**src/rtl/dequantizer_top.sv**
```systemverilog
`default_nettype none
// ============================================================================
// Module      : dequantizer_top
// Description : Rescales a block of signed int8 values by the block max_num
//               scale, LANES elements per cycle, with valid/ready on both sides.
// Revision    : 1.0 - initial release
// ============================================================================
module dequantizer_top #(
    parameter int IN_WIDTH       = 8,
    parameter int IN_SIZE        = 4,
    parameter int IN_PARALLELISM = 1,
    parameter int MAX_NUM_WIDTH  = 16,
    parameter int OUT_WIDTH      = 16,
    parameter int LANES          = 2
) (
    input  logic                                              clk,
    input  logic                                              rst,
    input  logic [IN_PARALLELISM*IN_SIZE*IN_WIDTH-1:0]        data_in,
    input  logic [MAX_NUM_WIDTH-1:0]                          max_num_in,
    input  logic                                              data_in_valid,
    output logic                                              data_in_ready,
    output logic [IN_PARALLELISM*IN_SIZE*OUT_WIDTH-1:0]       data_out,
    output logic [MAX_NUM_WIDTH-1:0]                          max_num_out,
    output logic                                              data_out_valid,
    input  logic                                              data_out_ready
);

    localparam int N      = IN_PARALLELISM * IN_SIZE;
    localparam int BEATS  = N / LANES;
    localparam int CNT_W  = (BEATS > 1) ? $clog2(BEATS) : 1;
    localparam int PROD_W = IN_WIDTH + MAX_NUM_WIDTH + 1;

    localparam logic [CNT_W-1:0]         LAST_BEAT = CNT_W'(BEATS - 1);
    localparam logic signed [PROD_W-1:0] ROUND_C   = PROD_W'(1) << (IN_WIDTH - 2);
    localparam logic signed [PROD_W-1:0] SAT_MAX   = (PROD_W'(1) << (OUT_WIDTH - 1)) - PROD_W'(1);
    localparam logic signed [PROD_W-1:0] SAT_MIN   = ~SAT_MAX;

    typedef enum logic [1:0] {
        S_IDLE    = 2'd0,
        S_COMPUTE = 2'd1,
        S_DONE    = 2'd2
    } state_t;

    state_t                       state_q, state_d;
    logic [CNT_W-1:0]             cnt_q, cnt_d;
    logic                         alive_q;
    logic [N*IN_WIDTH-1:0]        qlat_q, qlat_d;
    logic [MAX_NUM_WIDTH-1:0]     mlat_q, mlat_d;
    logic [N*OUT_WIDTH-1:0]       dout_q, dout_d;
    logic [MAX_NUM_WIDTH-1:0]     mout_q, mout_d;
    logic [LANES*OUT_WIDTH-1:0]   lane_res;
    logic                         ready_w;
    logic                         valid_w;

    // Each lane rescales element cnt*LANES+l of the latched block.
    for (genvar l = 0; l < LANES; l++) begin : g_lane
        logic signed [IN_WIDTH-1:0] q_el;
        logic signed [PROD_W-1:0]   q_ext;
        logic signed [PROD_W-1:0]   m_ext;
        logic signed [PROD_W-1:0]   prod;
        logic signed [PROD_W-1:0]   rnd;

        assign q_el  = qlat_q[(int'(cnt_q) * LANES + l) * IN_WIDTH +: IN_WIDTH];
        assign q_ext = {{(MAX_NUM_WIDTH + 1){q_el[IN_WIDTH-1]}}, q_el};
        assign m_ext = {{(IN_WIDTH + 1){1'b0}}, mlat_q};
        assign prod  = q_ext * m_ext;
        assign rnd   = (prod + ROUND_C) >>> (IN_WIDTH - 1);

        assign lane_res[l*OUT_WIDTH +: OUT_WIDTH] =
            (rnd > SAT_MAX) ? SAT_MAX[OUT_WIDTH-1:0] :
            (rnd < SAT_MIN) ? SAT_MIN[OUT_WIDTH-1:0] :
                              rnd[OUT_WIDTH-1:0];
    end

    always_comb begin
        state_d = state_q;
        cnt_d   = cnt_q;
        qlat_d  = qlat_q;
        mlat_d  = mlat_q;
        dout_d  = dout_q;
        mout_d  = mout_q;
        ready_w = 1'b0;
        valid_w = 1'b0;

        case (state_q)
            S_IDLE: begin
                ready_w = alive_q;
            end
            S_COMPUTE: begin
                for (int l = 0; l < LANES; l++) begin
                    dout_d[(int'(cnt_q) * LANES + l) * OUT_WIDTH +: OUT_WIDTH] =
                        lane_res[l*OUT_WIDTH +: OUT_WIDTH];
                end
                cnt_d = cnt_q + CNT_W'(1);
                if (cnt_q == LAST_BEAT) begin
                    state_d = S_DONE;
                    cnt_d   = '0;
                    mout_d  = mlat_q;
                end
            end
            S_DONE: begin
                valid_w = 1'b1;
                ready_w = data_out_ready;
                if (data_out_ready) begin
                    state_d = S_IDLE;
                end
            end
            default: begin
                state_d = S_IDLE;
            end
        endcase

        // Accept overrides the DONE->IDLE exit so a drain and a load share one edge.
        if (data_in_valid && ready_w) begin
            qlat_d  = data_in;
            mlat_d  = max_num_in;
            cnt_d   = '0;
            state_d = S_COMPUTE;
        end
    end

    always_ff @(posedge clk or negedge rst) begin
        if (!rst) begin
            state_q <= S_IDLE;
            cnt_q   <= '0;
            alive_q <= 1'b0;
            qlat_q  <= '0;
            mlat_q  <= '0;
            dout_q  <= '0;
            mout_q  <= '0;
        end else begin
            state_q <= state_d;
            cnt_q   <= cnt_d;
            alive_q <= 1'b1;
            qlat_q  <= qlat_d;
            mlat_q  <= mlat_d;
            dout_q  <= dout_d;
            mout_q  <= mout_d;
        end
    end

    assign data_in_ready  = ready_w;
    assign data_out_valid = valid_w;
    assign data_out       = dout_q;
    assign max_num_out    = mout_q;

endmodule
`default_nettype wire
```
**config.mk**
```make
export PLATFORM = sky130hd
export DESIGN_NAME = dequantizer_top
export DESIGN_NICKNAME = d
export VERILOG_FILES = /design/src/rtl/dequantizer_top.sv
export SDC_FILE = /design/constraint.sdc
export NUM_CORES = 1
export LEC_CHECK = 0
export BUFFER_PORTS_ARGS = -buffer_cell sky130_fd_sc_hd__buf_2
export CORE_UTILIZATION = 57
export DETAILED_ROUTE_END_ITERATION = 7
export GPL_TIMING_DRIVEN = 0
export PLACE_DENSITY = 0.77
export REMOVE_ABC_BUFFERS = 1
export SYNTH_ARGS = -nofsm -noshare
export SYNTH_HDL_FRONTEND = slang
export SYNTH_SLANG_ARGS = --single-unit
```
**constraint.sdc**
```tcl
create_clock -name clk -period 17.3 [get_ports clk]
set_input_delay 0.865 -clock clk [delete_from_list [all_inputs] [get_ports clk]]
set_output_delay 0.865 -clock clk [all_outputs]
set_load 0.01 [all_outputs]
```
==> metrics.txt <==
number of max-cap violations 0; critical path arrival about 7.8 ns; post-synthesis adder-cell area fraction between 30 and 40%; run status complete, no violations; largest family of logic cells by synthesized area adder cells; Post-Syn Area per Cell 9.41 um^2; GPL Wtd Cong roughly 0.87; worst rel slew slack around 5.4%; routed wl met3 about 1.3 mm; final hold vios 0; layout cell share with drive strength beyond 1 ~17%; Worst Path Class, Setup register to register; hold-fix buffers at CTS 0; flops & latches, synth 132; P&R area growth vs syn 10.9%; Routed Wire Length ~32 mm; Seq/Total Area, Yosys between 20% and 30%; CTS resizes 0; Synth Instances 1488; detailed-route vias per instance 5.56; Synth Area in Compound Gates about 8.7%; drt first-iter violations between 700 and 800; DRC 0; Core ar. ~24000 um^2; Max Clock Skew 0.0197 ns; die area about 25000 um^2; CTS root buffer clkbuf_16; Setup TNS 0 ns; Clock Latency Late Sink 0.44 ns; htree depth 4; Finish-stage setup viols 0; CTS Sinks around 130; vias 10600; met1 WL approximately 13 mm; Starting Density 57.9%; Tcrit/Tclk final 43.6%; Synth Area in XOR/XNOR around 1.9%; I/O Pins between 100 and 150; Worst-path clk slew around 0.07 ns; TritonRoute pass-1 iters 5; post-synthesis mux area share roughly 5.2%; min cycle time layout roughly 7.6 ns; dpl hpwl around 24 mm; CP Max Fanout 30; Yosys warning total 0; initial antenna violation count 0; Simple-Gate Fraction of Synth Area about 18%; Clock Tree Buf Depth 2; DR top layer met4; RSZ-0062 raised after global routing false; Die H between 150 and 200 um; number of distinct library cells after synthesis 59; Layout Nets 1902; GRT Resource Usage Total a little over a quarter; CP Launch Type register; Max Slew Vio Count 0; Post-Syn Area around 14000 um^2; vias in the first global route around 11000; cell row count between 50 and 60; Overflow after GRT 0; Max Clk Rate 132 MHz; post-CTS setup buffer count 0; Worst Max-Slew Pin Slew between 1 and 1.5 ns; wire per inst between 15 and 20 um; Post-synth EDFFs 0; CP endpoint kind register; n_diodes 0; metal2 WL between 15 and 20 mm; first-pass GRT wire length roughly 54 mm; largest net degree at the start of global routing 91; CTS tree built; Hold Crit Class input pin to async pin; Main synth FF type dfrtp_1; Port Buffer Count between 100 and 150; Die W between 150 and 200 um; Routed Antenna Nets 0; CP required between 15 and 20 ns; async set-reset flop share out of synthesis between 90% and 100%; CTS buffer count 17
[synth_stat cells, drive strengths merged (16+ instances only)]
cell,count,share of area (%)
a21oi,34,1.2
and2,83,3.7
buf,24,0.98
clkbuf,52,1.4
dfrtp,132,24
fa,168,24
ha,110,9.8
inv,237,6.4
mux2,55,4.4
nand2,199,5.3
nand2b,23,1.0
nor2,46,1.2
nor2b,92,4.1
nor3,16,0.57
o211ai,35,2.0
o21ai,16,0.57
o311ai,32,2.1
xor2,19,1.2
[state kept, by name (all words and copies together), names as in the netlist]
| signal | cells |
|---|---|
| alive_q | 1 |
| qlat_q | 32 |
| max_num_out | 16 |
| data_out | 64 |
| state_q | 2 |
| cnt_q | 1 |
| mlat_q | 16 |
[placed cells by master, fill, tap and decap left out, drive strengths merged, types with 14 or more instances in the layout]
cell / n
mux2: 55
fa: 168
nor2: 46
a21oi: 34
xor2: 19
o21ai: 16
ha: 110
clkbuf: 18
dfrtp: 132
and2: 83
o311ai: 32
o211ai: 35
buf: 141
nor3: 16
a21o: 14
inv: 247
nand2b: 23
nand2: 199
nor2b: 92
[metrics by stage]
step | util (%) | instance area (um^2) | hold slack [ns] | setup WS [ns] | cells
after floorplan | - | 13700 | 0.475 | 10.35 | 1412
after global placement | 61.0 | 14700 | 0.453 | 8.65 | 1869
after detailed placement | 61.7 | 14900 | 0.459 | 9.57 | 1877
after CTS | 64.2 | 15500 | 0.367 | 9.45 | 1909
after global routing | 64.2 | 15500 | 0.380 | 9.25 | 1909
final | 64.2 | 15500 | 0.355 | 9.75 | 1909
[final cells by class]
cell class / instances / area (um^2)
Timing Repair Buffer: 141 / 807
Clock buffer: 18 / 439
Multi-Input combinational cell: 1043 / 9530
Inverter: 237 / 890
Tap cell: 324 / 405
Fill cell: 1952 / 8650
Clock inverter: 14 / 155
Sequential cell: 132 / 3300
[logic make-up after synthesis]
logic type,count (synthesis)
DFF,132
other,1
xor gates and xnor gates,30
and+or+nand+nor,504
muxes,66
AOI/OAI and AO/OA,164
adders and majority gates,278
buffers and inverters,313
[layer usage]
metal,vias up,track usage (%)
li1,4904,-
met1,5368,32.6
met2,288,47.5
met3,60,3.71
met4,0,9.40
met5,-,0
[path summary, 6_finish.rpt]
path | startpoint | endpoint | slack (ns) | cells past startpoint
min in group clk | max_num_out[7] | max_num_out[7] | 0.47 | 2
setup reg to reg | cnt_q | data_out[22] | 9.75 | 19
max in group asynchronous | rst | qlat_q[18] | 16.13 | 2
hold / removal | rst | max_num_out[15] | 0.36 | 1
hold reg to reg | max_num_out[7] | max_num_out[7] | 0.47 | 2
setup / recovery | cnt_q | data_out[22] | 9.75 | 19
[critical path, cell delays in order (launching register included)]
cell and delay [ns]:
dfrtp_1 1.07, mux2i_2 0.88, nor2b_1 0.15, fa_1 0.52, inv_1 0.06, fa_1 0.54
inv_1 0.06, fa_1 0.53, inv_1 0.05, fa_1 0.53, inv_1 0.04, ha_1 0.35
and2_1 0.22, and3_1 0.20, a221o_1 0.35, a21o_1 0.21, nor3_1 0.27, nor2_1 0.10
a21oi_2 0.97, o311ai_1 0.25
Power is left out: the tool's default activity adds up to more than one toggle a clock period on the data nets, which glitch-free logic cannot reach.
